<file path="config.mk">
export PLATFORM = sky130hd
export DESIGN_NAME = cm3_matrix_output_arbiter
export DESIGN_NICKNAME = d
export VERILOG_FILES = /design/src/rtl/cm3_matrix_output_arbiter.sv
export SDC_FILE = /design/constraint.sdc
export NUM_CORES = 1
export LEC_CHECK = 0
export ABC_AREA = 1
export ABC_CLOCK_PERIOD_IN_PS = 2450
export CAP_MARGIN = 0
export CORE_MARGIN = 4
export CORE_UTILIZATION = 45
export CTS_BUF_LIST = sky130_fd_sc_hd__clkbuf_2 sky130_fd_sc_hd__clkbuf_4 sky130_fd_sc_hd__clkbuf_8
export DETAILED_ROUTE_END_ITERATION = 12
export PLACE_DENSITY = 0.8
export SKIP_CTS_REPAIR_TIMING = 1
export SYNTH_ARGS = -nofsm -noshare
export SYNTH_HDL_FRONTEND = slang
export SYNTH_SLANG_ARGS = --single-unit
</file>
<file path="constraint.sdc">
create_clock -name HCLK -period 2.45 [get_ports HCLK]
set_input_delay 0.3675 -clock HCLK [delete_from_list [all_inputs] [get_ports HCLK]]
set_output_delay 0.3675 -clock HCLK [all_outputs]
set_load 0.02 [all_outputs]
</file>
<file path="src/rtl/cm3_matrix_output_arbiter.sv">
// Round-robin owner selection for one bus-matrix output stage, burst-preserving.
// Define OUT_ARB_LOCK_EN to add lock_in and keep HMASTLOCK sequences atomic.
module cm3_matrix_output_arbiter #(
  parameter int NUM_PORTS = 3,
  parameter int IDX_W     = 2
) (
  input  logic                   HCLK,
  input  logic                   HRESETn,
  input  logic [NUM_PORTS-1:0]   req_in,
  input  logic [2*NUM_PORTS-1:0] trans_in,
  input  logic                   HREADYM,
`ifdef OUT_ARB_LOCK_EN
  input  logic [NUM_PORTS-1:0]   lock_in,
`endif
  output logic [IDX_W-1:0]       addr_in_port,
  output logic                   no_port,
  output logic [NUM_PORTS-1:0]   active_in,
  output logic [IDX_W-1:0]       data_in_port,
  output logic                   data_valid
);

  localparam logic [IDX_W-1:0] LAST_IDX = IDX_W'(NUM_PORTS - 1);

  logic [IDX_W-1:0] last_grant;
  logic [IDX_W-1:0] next_addr;
  logic [IDX_W-1:0] next_last;
  logic             next_no_port;
  logic             owner_req;
  logic [1:0]       owner_trans;
  logic             owner_lock;
  logic             hold;
  logic             found;
  int               cand;

  // Current owner's request, transfer type and lock.
  // NOTE: every always_comb output gets a default first so no latch is inferred.
  always_comb begin
    owner_req   = 1'b0;
    owner_trans = 2'b00;
    owner_lock  = 1'b0;
    for (int i = 0; i < NUM_PORTS; i++) begin
      if (addr_in_port == IDX_W'(i)) begin
        owner_req   = req_in[i];
        owner_trans = trans_in[2*i +: 2];
`ifdef OUT_ARB_LOCK_EN
        owner_lock  = lock_in[i];
`endif
      end
    end
  end

  // BUSY (01) and SEQ (11) share bit 0, which marks a burst continuation.
  assign hold = !no_port && owner_req && (owner_trans[0] || owner_lock);

  // Next-state: keep the owner on hold, otherwise rotate from last_grant+1.
  always_comb begin
    next_addr    = addr_in_port;
    next_no_port = no_port;
    next_last    = last_grant;
    found        = 1'b0;
    cand         = 0;
    if (!hold) begin
      next_no_port = 1'b1;
      for (int k = 1; k <= NUM_PORTS; k++) begin
        cand = (int'(last_grant) + k) % NUM_PORTS;
        if (!found && req_in[cand]) begin
          found        = 1'b1;
          next_addr    = IDX_W'(cand);
          next_last    = IDX_W'(cand);
          next_no_port = 1'b0;
        end
      end
    end
  end

  // State register; a low HREADYM freezes everything.
  // NOTE: sequential state uses non-blocking assignments so every register samples pre-edge values.
  always_ff @(posedge HCLK or negedge HRESETn) begin
    if (!HRESETn) begin
      addr_in_port <= '0;
      no_port      <= 1'b1;
      last_grant   <= LAST_IDX;
      data_in_port <= '0;
      data_valid   <= 1'b0;
    end else if (HREADYM) begin
      addr_in_port <= next_addr;
      no_port      <= next_no_port;
      last_grant   <= next_last;
      data_in_port <= addr_in_port;
      data_valid   <= !no_port;
    end
  end

  // Output decode, purely from registers.
  always_comb begin
    active_in = '0;
    for (int i = 0; i < NUM_PORTS; i++) begin
      if (!no_port && addr_in_port == IDX_W'(i)) active_in[i] = 1'b1;
    end
  end

endmodule
</file>
# After elaboration in Yosys (flattened, before gate mapping)
# Cells that the tools add are included.
# classes
addsub	3
div	3
order_cmp	3
eq_ne	2
mux	28
n_bitwise	1
reduce_logical	14
# ops
op	n
< comparator 32 x 4 -> 1 bit (second input constant)	3
modulo 32 x 3 -> 32 bit (second input constant)	3
two-way mux 1 bit	22
logical AND 1 bit	7
adder 2 x 2 -> 3 bit (second input constant)	2
binary-select mux 1 bit (select 2 bit)	3
two-way mux 2 bit	3
adder 2 x 1 -> 3 bit (second input constant)	1
logical NOT 1 bit	3
AND reduction 3 bit	1
nonzero test 3 bit	1
== test 2 x 1 -> 1 bit (second input constant)	1
== test 2 bit (second input constant)	1
logical NOT 2 bit	1
AND reduction 2 bit	1
NOT 1 bit	1
# totals
ff_bits	8
inputBits	12
out_inout_bits	9

# Logic depth before layout (Yosys ltp)
# Gate-level depths: netlist (run 1).
# logic_depth
word_depth	15
depth_mapped	13

# Worst setup path after synthesis (run 1)
# OpenSTA, ideal clock, no wires.
# synth_path
path_type	register -> register
start	register addr_in_port[0]
end	register addr_in_port[1]
setup_time_ns	0.117
arrival_ns	1.617
required_time_ns	2.333
slack_ns	0.716
path_stages_with_launch	14
n_path_buf	1
period_less_slack_ns	1.734
cell_sequence	dfrtp_1 inv_2 ha_1 buf_6 inv_2 nand2_1 nand2_1 nand3_2 nand2_1 nor2_2 nor2_4 inv_2 nand2_1 nand2_1
# synth_between
elab_chain_cells	8
# synth_rtl
element	line_no	source
from (decl)	15	output logic [IDX_W-1:0] addr_in_port,
from (signal assigned)	86	addr_in_port <= next_addr;
logical NOT 2 bit	42	if (addr_in_port == IDX_W'(i)) begin
two-way mux 1 bit (3 in series)	42	
logical AND 1 bit	53	assign hold = !no_port && owner_req && (owner_trans[0] || owner_lock);
logical AND 1 bit (*)	53	
NOT 1 bit (no source line) (*)	--	
AND reduction 3 bit (no source line) (*)	--	
# Mark *: on every way between the ends. The rest lies on a longest branch, timed or not.
# A chain may end at the register's enable or synchronous reset.

# Worst setup path after layout (run 1)
# layout_path
start	register addr_in_port[0]
end	output port active_in[1]
# layout_between
elab_chain_cells	3
# layout_rtl
element	line_no	source
== test 2 x 1 -> 1 bit	98	if (!no_port && addr_in_port == IDX_W'(i)) active_in[i] = 1'b1;
logical AND 1 bit	98	
two-way mux 1 bit	98	
to (decl)	17	output logic [NUM_PORTS-1:0] active_in,
# Every way passes these cells.

==> metrics.yaml, run 1 <==
status:
  status: "finished, final reports clean"
placement:
  place_area_sq_um: 777
  dp_slack_ns: 0.459
  globalplace.congestion: 0.821
  dp_hpwl_mm: 1.15
  portBuffers: 17
timing:
  skew_ns: 0.00800
  setup_ws_ns: 0.373
  max_freq_mhz: 481
  worst_pin_slew_ns: 0.315
  final-setup-viol-count: 0
  fin_crit_sh_pct: 84.8
  hold_viol_final: 0
  period_needed_ns: 2.08
  rsz0062_at_grt: "no"
  maxSlewViolCount: 0
  maxSlewHeadroom_pct: 79.0
  setup_tns_ns: 0
cells_and_area:
  diodes: 0
  area_delta_synth_final_pct: 32.7
  fin_nets: 126
  fin_area_sq_um: 807
  drive_above_1_share_pct: 16.5
setup_path:
  reg2reg_to: "addr_in_port[1]"
  cp_max_fo: 9
  reg2regPathDepth: 12
  endpoint: "active_in[1]"
  r2r_start: "addr_in_port[0]"
  startpoint: "addr_in_port[0]"
  crit_buf_inv: 2
  cp_data_arrival_time_ns: 1.71
  slowest_stage: "clkdlybuf4s50_1"
  cp_top_family: "buffers and inverters"
  start_kind: "register"
  critical_path_required_ns: 2.08
  cp-end-kind: "output port"
  cp_num_cells: 3
  crit_path_max_incr_delay_ns: 0.63
  crit_chain: "inv_2 > nor3_1 > clkdlybuf4s50_1"
  criticalPathCategory: "register to output port"
  regToRegSetupSlack_ns: 0.43
detailed_routing:
  drc: 0
  wirelength_mm: 1.47
  viasPerCell: 5.10
  drt_iter0_markers: 25
  firstDrtPassIters: 4
  wl_per_cell_um: 11.9
  final_antenna_net_count: 0
  vias: 627
die:
  fp.dieW_um: 44.8
  start_util_pct: 51.3
  core.rowCount: 12
  core_area_sq_um: 1190
  die_area_sq_um: 2000
  dieHeight_um: 44.8
  ioPinCount: 21
run:
  max-cap-violations: 0
worst_hold_path:
  hp-class: "input port to asynchronous set/reset pin"
clock_tree:
  clock_latency_ns: 0.25
  numCtsBuffers: 3
  clockRootBuffer: "clkbuf_4"
  cts_sinks: 7
  cts_buffer_depth: 2
  htree_levels: 1
  cts_tree: "yes"
  clk_pin_slew_worst_paths_ns: 0.05
global_route:
  grt_pass1_vias: 582
  grt_max_degree: 10
  grt_overflow_total: 0
  grt_pass1_wl_mm: 2.55
  grt_antenna_before_repair: 0
  grt_use_total_pct: 17.6
power_and_ir_drop:
  cellPowerDensity_nw_per_um2: 1410
  p_leak_uw: 0.000408
  finalPower_uw: 1140
  peakVddDrop_v: 0.000689
synth:
  syn_area_sq_um: 608
  yosysWarnings: 0
  synth.avg_cell_area_sq_um: 6.76
  synth-seq-area-share_pct: 29.2
  syn_inst: 90
  yosysUniqueCellTypes: 18
  syn_nets: 106
  synth.ff_latch_count: 7
-- sequential cells by signal, indices dropped and copies added, names as in the netlist --
signal        count
last_grant        1
addr_in_port      2
data_valid        1
no_port           1
data_in_port      2
-- routing by layer --
layer | up-vias | GRT usage [%] | wire [um]
met5 | - | 0 | 0
met4 | 0 | 6.63 | 10
met3 | 2 | 5.98 | 116
met2 | 21 | 28.4 | 712
met1 | 280 | 21.7 | 630
li1 | 324 | - | -
-- worst min path at each step --
stage                       to  slack [ns]  cells past startpoint
2_1_floorplan  addr_in_port[0]        0.07                      0
3_3_place_gp        data_valid        0.47                      2
3_5_place_dp   data_in_port[0]        0.48                      2
4_1_cts        data_in_port[1]        0.37                      1
5_1_grt        data_in_port[1]        0.37                      1
6_report       data_in_port[1]        0.37                      1
-- cell families (layout without fill, tap and decap cells) --
family / Yosys count / in the layout / synth area share (%)
simple gates: 58 / 58 / 46.7
buf+inv: 16 / 35 / 11.7
compound gates: 5 / 5 / 4.11
flops: 7 / 7 / 29.2
fa+ha+maj: 4 / 4 / 8.23
-- layout make-up --
type                    instances  area [sq um]
clock buffers                   4          30.0
fillers                       120           379
inverters                      14          52.6
multi-input cells              67           359
flip-flops and latches          7           178
well taps                      14          17.5
repair buffers                 17           170
-- synthesized netlist by cell type --
cell      number  area (sq um)
o21ai_0        4          20.0
nor2_2         2          12.5
inv_2          4          15.0
nand2_2        1          6.26
dfrtp_1        5           125
nand3_1       15          75.1
dfstp_2        2          52.6
buf_6          1          11.3
nor2_4         1          11.3
nand2_1       30           113
ha_1           4          50.1
nor2_1         1          3.75
nand3_2        4          40.0
nand3b_1       1          7.51
buf_4          1          7.51
nor3_1         3          15.0
a21oi_1        1          5.00
inv_1         10          37.5
-- cells in the final DEF (no fill, tap or decap) --
cell / n
a21oi_1: 1
clkbuf_4: 4
clkdlybuf4s50_1: 17
dfrtp_1: 5
dfstp_2: 2
ha_1: 4
inv_1: 10
inv_2: 4
nand2_1: 30
nand2_2: 1
nand3_1: 15
nand3_2: 4
nand3b_1: 1
nor2_1: 1
nor2_2: 2
nor2_4: 1
nor3_1: 3
o21ai_0: 4
-- per-stage QoR --
stage,cells,hold slack [ns],util [%]
6_report,123,0.369,68.0
3_5_place_dp,119,0.482,65.5
2_1_floorplan,90,0.0719,-
3_3_place_gp,119,0.472,65.5
4_1_cts,123,0.368,68.0
5_1_grt,123,0.370,68.0
-- power by group --
group / total, uW / switching, uW / internal [uW]
sequential: 249 / 69.9 / 179
combinational: 779 / 469 / 310
clock: 113 / 40.1 / 73.1
total: 1140 / 579 / 562
(Power assumes the default switching activity.)
==> run 2: changes to the inputs <==
--- a/config.mk
+++ b/config.mk
@@ -6,7 +6,7 @@
 export NUM_CORES = 1
 export LEC_CHECK = 0
 export ABC_AREA = 1
-export ABC_CLOCK_PERIOD_IN_PS = 2450
+export ABC_CLOCK_PERIOD_IN_PS = 2050
 export CAP_MARGIN = 0
 export CORE_MARGIN = 4
 export CORE_UTILIZATION = 45
==> constraint.sdc (replaced) <==
create_clock -name HCLK -period 2.05 [get_ports HCLK]
set_input_delay 0.3075 -clock HCLK [delete_from_list [all_inputs] [get_ports HCLK]]
set_output_delay 0.3075 -clock HCLK [all_outputs]
set_load 0.02 [all_outputs]
==> metrics.yaml, run 2 (synthesized netlist as in run 1, its figures left out) <==
global_route:
  grt_use_total_pct: 17.3
  grt_antenna_before_repair: 0
  grt_pass1_vias: 591
  grt_overflow_total: 0
  grt_max_degree: 9
  grt_pass1_wl_mm: 2.49
setup_path:
  critical_path_required_ns: 1.74
  cp_data_arrival_time_ns: 1.60
  cp_max_fo: 8
  criticalPathCategory: "register to output port"
  cp-end-kind: "output port"
  start_kind: "register"
  regToRegSetupSlack_ns: 0.27
die:
  core_area_sq_um: 1190
  die_area_sq_um: 2000
  fp.dieW_um: 44.8
  start_util_pct: 51.3
  dieHeight_um: 44.8
  core.rowCount: 12
  ioPinCount: 21
clock_tree:
  clock_latency_ns: 0.26
  cts_sinks: 7
  clk_pin_slew_worst_paths_ns: 0.06
  htree_levels: 1
  numCtsBuffers: 3
  cts_tree: "yes"
  cts_buffer_depth: 2
  clockRootBuffer: "clkbuf_4"
detailed_routing:
  viasPerCell: 5.14
  wirelength_mm: 1.49
  drc: 0
  drt_iter0_markers: 17
  vias: 637
  firstDrtPassIters: 4
  final_antenna_net_count: 0
  wl_per_cell_um: 12.0
power_and_ir_drop:
  p_leak_uw: 0.000411
  peakVddDrop_v: 0.000916
  p_sw_uw: 698
  seq_power_share_pct: 20.1
  switching_share_pct: 50.4
  finalPower_uw: 1380
  comb_power_share_pct: 69.8
  intPower_uw: 687
  clkPwrFrac_pct: 10.2
  cellPowerDensity_nw_per_um2: 1700
timing:
  rsz0062_at_grt: "no"
  whs_ns: 0.290
  setup_tns_ns: 0
  maxSlewHeadroom_pct: 80.6
  maxSlewViolCount: 0
  setup_ws_ns: 0.144
  fin_crit_sh_pct: 93.0
  max_freq_mhz: 525
  worst_pin_slew_ns: 0.289
  period_needed_ns: 1.91
  final-setup-viol-count: 0
  skew_ns: 0.0118
  hold_viol_final: 0
placement:
  portBuffers: 17
  globalplace.congestion: 0.820
  dp_hpwl_mm: 1.18
  dp_slack_ns: 0.284
  place_area_sq_um: 785
cells_and_area:
  layout_common_cells: "nand2_1, clkdlybuf4s50_1, nand3_1"
  fin_area_sq_um: 816
  diodes: 0
  drive_above_1_share_pct: 18.2
  layout_commonest_cell: "nand2_1"
  area.sequential_sq_um: 179
  multi_input_area_sq_um: 359
  area_delta_synth_final_pct: 34.2
  fillers: 123
  fin_nets: 127
  top_regs: "addr_in_port x2, data_in_port x2"
status:
  status: "finished, final reports clean"
worst_hold_path:
  hp-class: "input port to asynchronous set/reset pin"
run:
  max-cap-violations: 0
==> run 2: through the flow <==
step | std cells | utilization, %
floorplan | 90 | -
global placement | 120 | 66.1
detailed placement | 120 | 66.1
CTS | 124 | 68.7
global route | 124 | 68.8
finish | 124 | 68.8
==> run 2: metal layers <==
layer,wire (um),share of wire [%],up-vias,global-route usage (%)
met5,0,0,-,0
met2,684,46,22,26.9
met3,89,6.0,2,5.98
met4,18,1.2,0,9.04
met1,696,47,289,21.0
li1,-,-,324,-
==> run 2: cell type report <==
| cell class | instances | share of cell area, % |
|---|---|---|
| flip-flops and latches | 7 | 21.9 |
| clock buffers | 4 | 3.68 |
| well taps | 14 | 2.15 |
| multi-input cells | 67 | 44.0 |
| inverters | 14 | 6.44 |
| repair buffers | 18 | 21.8 |
==> run 2: worst paths after layout <==
| check | start | to | depth (start not counted) |
|---|---|---|---|
| max reg2reg | last_grant[1] | addr_in_port[1] | 11 |
| min in group HCLK | last_grant[1] | last_grant[1] | 2 |
| max | addr_in_port[0] | active_in[0] | 3 |
| max in group asynchronous | HRESETn | last_grant[1] | 1 |
| min reg2reg | last_grant[1] | last_grant[1] | 2 |
| min | HRESETn | data_in_port[1] | 1 |
==> run 2: critical path, cell delays in order, from the launching register on <==
cell,delay [ns]
dfrtp_1,0.38
buf_4,0.17
nor3_1,0.16
clkdlybuf4s50_1,0.65
==> run 2: power groups by stage <==
stage	sequential, uW	combinational (uW)	clock (uW)
2_1_floorplan	330	644	0
3_3_place_gp	275	931	0
3_5_place_dp	277	965	0
4_1_cts	275	967	146
5_1_grt	289	1080	157
6_report	278	966	141
==> run 3: changes to the inputs <==
--- a/config.mk
+++ b/config.mk
@@ -12,7 +12,7 @@
 export CORE_UTILIZATION = 45
 export CTS_BUF_LIST = sky130_fd_sc_hd__clkbuf_2 sky130_fd_sc_hd__clkbuf_4 sky130_fd_sc_hd__clkbuf_8
 export DETAILED_ROUTE_END_ITERATION = 12
-export PLACE_DENSITY = 0.8
+export DONT_BUFFER_PORTS = 1
 export SKIP_CTS_REPAIR_TIMING = 1
 export SYNTH_ARGS = -nofsm -noshare
 export SYNTH_HDL_FRONTEND = slang
==> metrics.yaml, run 3 (synthesized netlist as in run 1, its figures left out) <==
global_route:
  grt_pass1_vias: 512
  grt_overflow_total: 0
  grt_antenna_before_repair: 0
  grt_max_degree: 9
  grt_pass1_wl_mm: 2.16
  grt_use_total_pct: 15.0
detailed_routing:
  firstDrtPassIters: 4
  drt_iter0_markers: 9
  drc: 0
  wl_per_cell_um: 11.8
  wirelength_mm: 1.31
  viasPerCell: 5.15
  vias: 572
  final_antenna_net_count: 0
cells_and_area:
  fillers: 115
  top_regs: "addr_in_port x2, data_in_port x2"
  layout_commonest_cell: "nand2_1"
  area_delta_synth_final_pct: 11.3
  layout_common_cells: "nand2_1, nand3_1, inv_1"
  fin_util_pct: 57.1
  fin_nets: 114
  drive_above_1_share_pct: 22.7
  diodes: 0
setup_path:
  criticalPathCategory: "register to register"
  crit_chain: "ha_1 > inv_2 > nand2_1 > nand2_1 > nand3_2 > nand2_1 > nor2_2 > nor2_4 > inv_2 > nand2_1 > nand2_1"
  cp-end-kind: "register"
  critical_path_required_ns: 2.19
  start_kind: "register"
  cp_data_arrival_time_ns: 1.90
  crit_buf_inv: 2
  cp_max_fo: 8
  cp_top_family: "simple AND/OR/NAND/NOR gates"
  crit_top_cell: "nand2_1"
  crit_path_max_incr_delay_ns: 0.55
  slowest_stage: "dfstp_2"
clock_tree:
  numCtsBuffers: 3
  cts_sinks: 7
  clock_latency_ns: 0.26
  cts_buffer_depth: 2
  clk_pin_slew_worst_paths_ns: 0.06
  htree_levels: 1
  clockRootBuffer: "clkbuf_4"
  cts_tree: "yes"
run:
  max-cap-violations: 0
timing:
  maxSlewHeadroom_pct: 70.5
  period_needed_ns: 1.77
  fin_crit_sh_pct: 86.2
  rsz0062_at_grt: "no"
  worst_pin_slew_ns: 0.443
  max_freq_mhz: 566
  maxSlewViolCount: 0
  setup_tns_ns: 0
  skew_ns: 0.00958
  hold_viol_final: 0
  final-setup-viol-count: 0
worst_hold_path:
  hp-class: "input port to register"
die:
  dieHeight_um: 44.8
  start_util_pct: 51.3
  core_area_sq_um: 1190
  die_area_sq_um: 2000
  ioPinCount: 21
  core.rowCount: 12
  fp.dieW_um: 44.8
power_and_ir_drop:
  finalPower_uw: 1250
  p_leak_uw: 0.000368
  cellPowerDensity_nw_per_um2: 1850
  peakVddDrop_v: 0.000964
placement:
  globalplace.congestion: 0.801
  dp_hpwl_mm: 1.02
  portBuffers: 0
status:
  status: "finished, final reports clean"
run 3: final timing paths:
check / startpoint / to / slack [ns] / cells after the start
hold / removal: HREADYM / no_port / 0.20 / 2
max in group asynchronous: HRESETn / last_grant[1] / 1.38 / 1
min in group asynchronous: HRESETn / data_in_port[1] / 0.37 / 1
setup reg to reg: last_grant[1] / addr_in_port[1] / 0.28 / 11
hold reg to reg: last_grant[1] / last_grant[1] / 0.49 / 2
setup / recovery: last_grant[1] / addr_in_port[1] / 0.28 / 11
run 3: area by class of cell:
| type | count | area (sq um) | share of cell area [%] |
|---|---|---|---|
| Clock buffer | 4 | 30.0 | 4.44 |
| Inverter | 14 | 52.6 | 7.76 |
| Multi-Input combinational cell | 67 | 359 | 53.0 |
| Sequential cell | 7 | 178 | 26.2 |
| Tap cell | 14 | 17.5 | 2.59 |
| Timing Repair Buffer | 5 | 40.0 | 5.91 |
run 3: power by group:
| part | total (uW) | switching (uW) | internal, uW |
|---|---|---|---|
| clock network | 139 | 51.8 | 87.5 |
| registers | 334 | 120 | 214 |
| logic | 777 | 499 | 278 |
run 3: metrics by stage:
| step | std cells | setup WS [ns] | cell area [sq um] | hold WS, ns |
|---|---|---|---|---|
| 2_1_floorplan | 90 | 0.316 | 608 | 0.0119 |
| 3_3_place_gp | 106 | 0.309 | 637 | 0.0121 |
| 3_5_place_dp | 106 | 0.284 | 637 | 0.0121 |
| 4_1_cts | 110 | 0.269 | 667 | -0.262 |
| 5_1_grt | 111 | 0.119 | 677 | 0.202 |
| 6_report | 111 | 0.284 | 677 | 0.201 |
run 3: metal layers:
| layer | global-route usage [%] | vias to the layer above | part of all wire [%] |
|---|---|---|---|
| li1 | - | 298 | - |
| met1 | 19.3 | 254 | 46 |
| met5 | 0 | - | 0 |
| met4 | 3.61 | 0 | 0.46 |
| met3 | 7.57 | 2 | 11 |
| met2 | 22.3 | 18 | 43 |
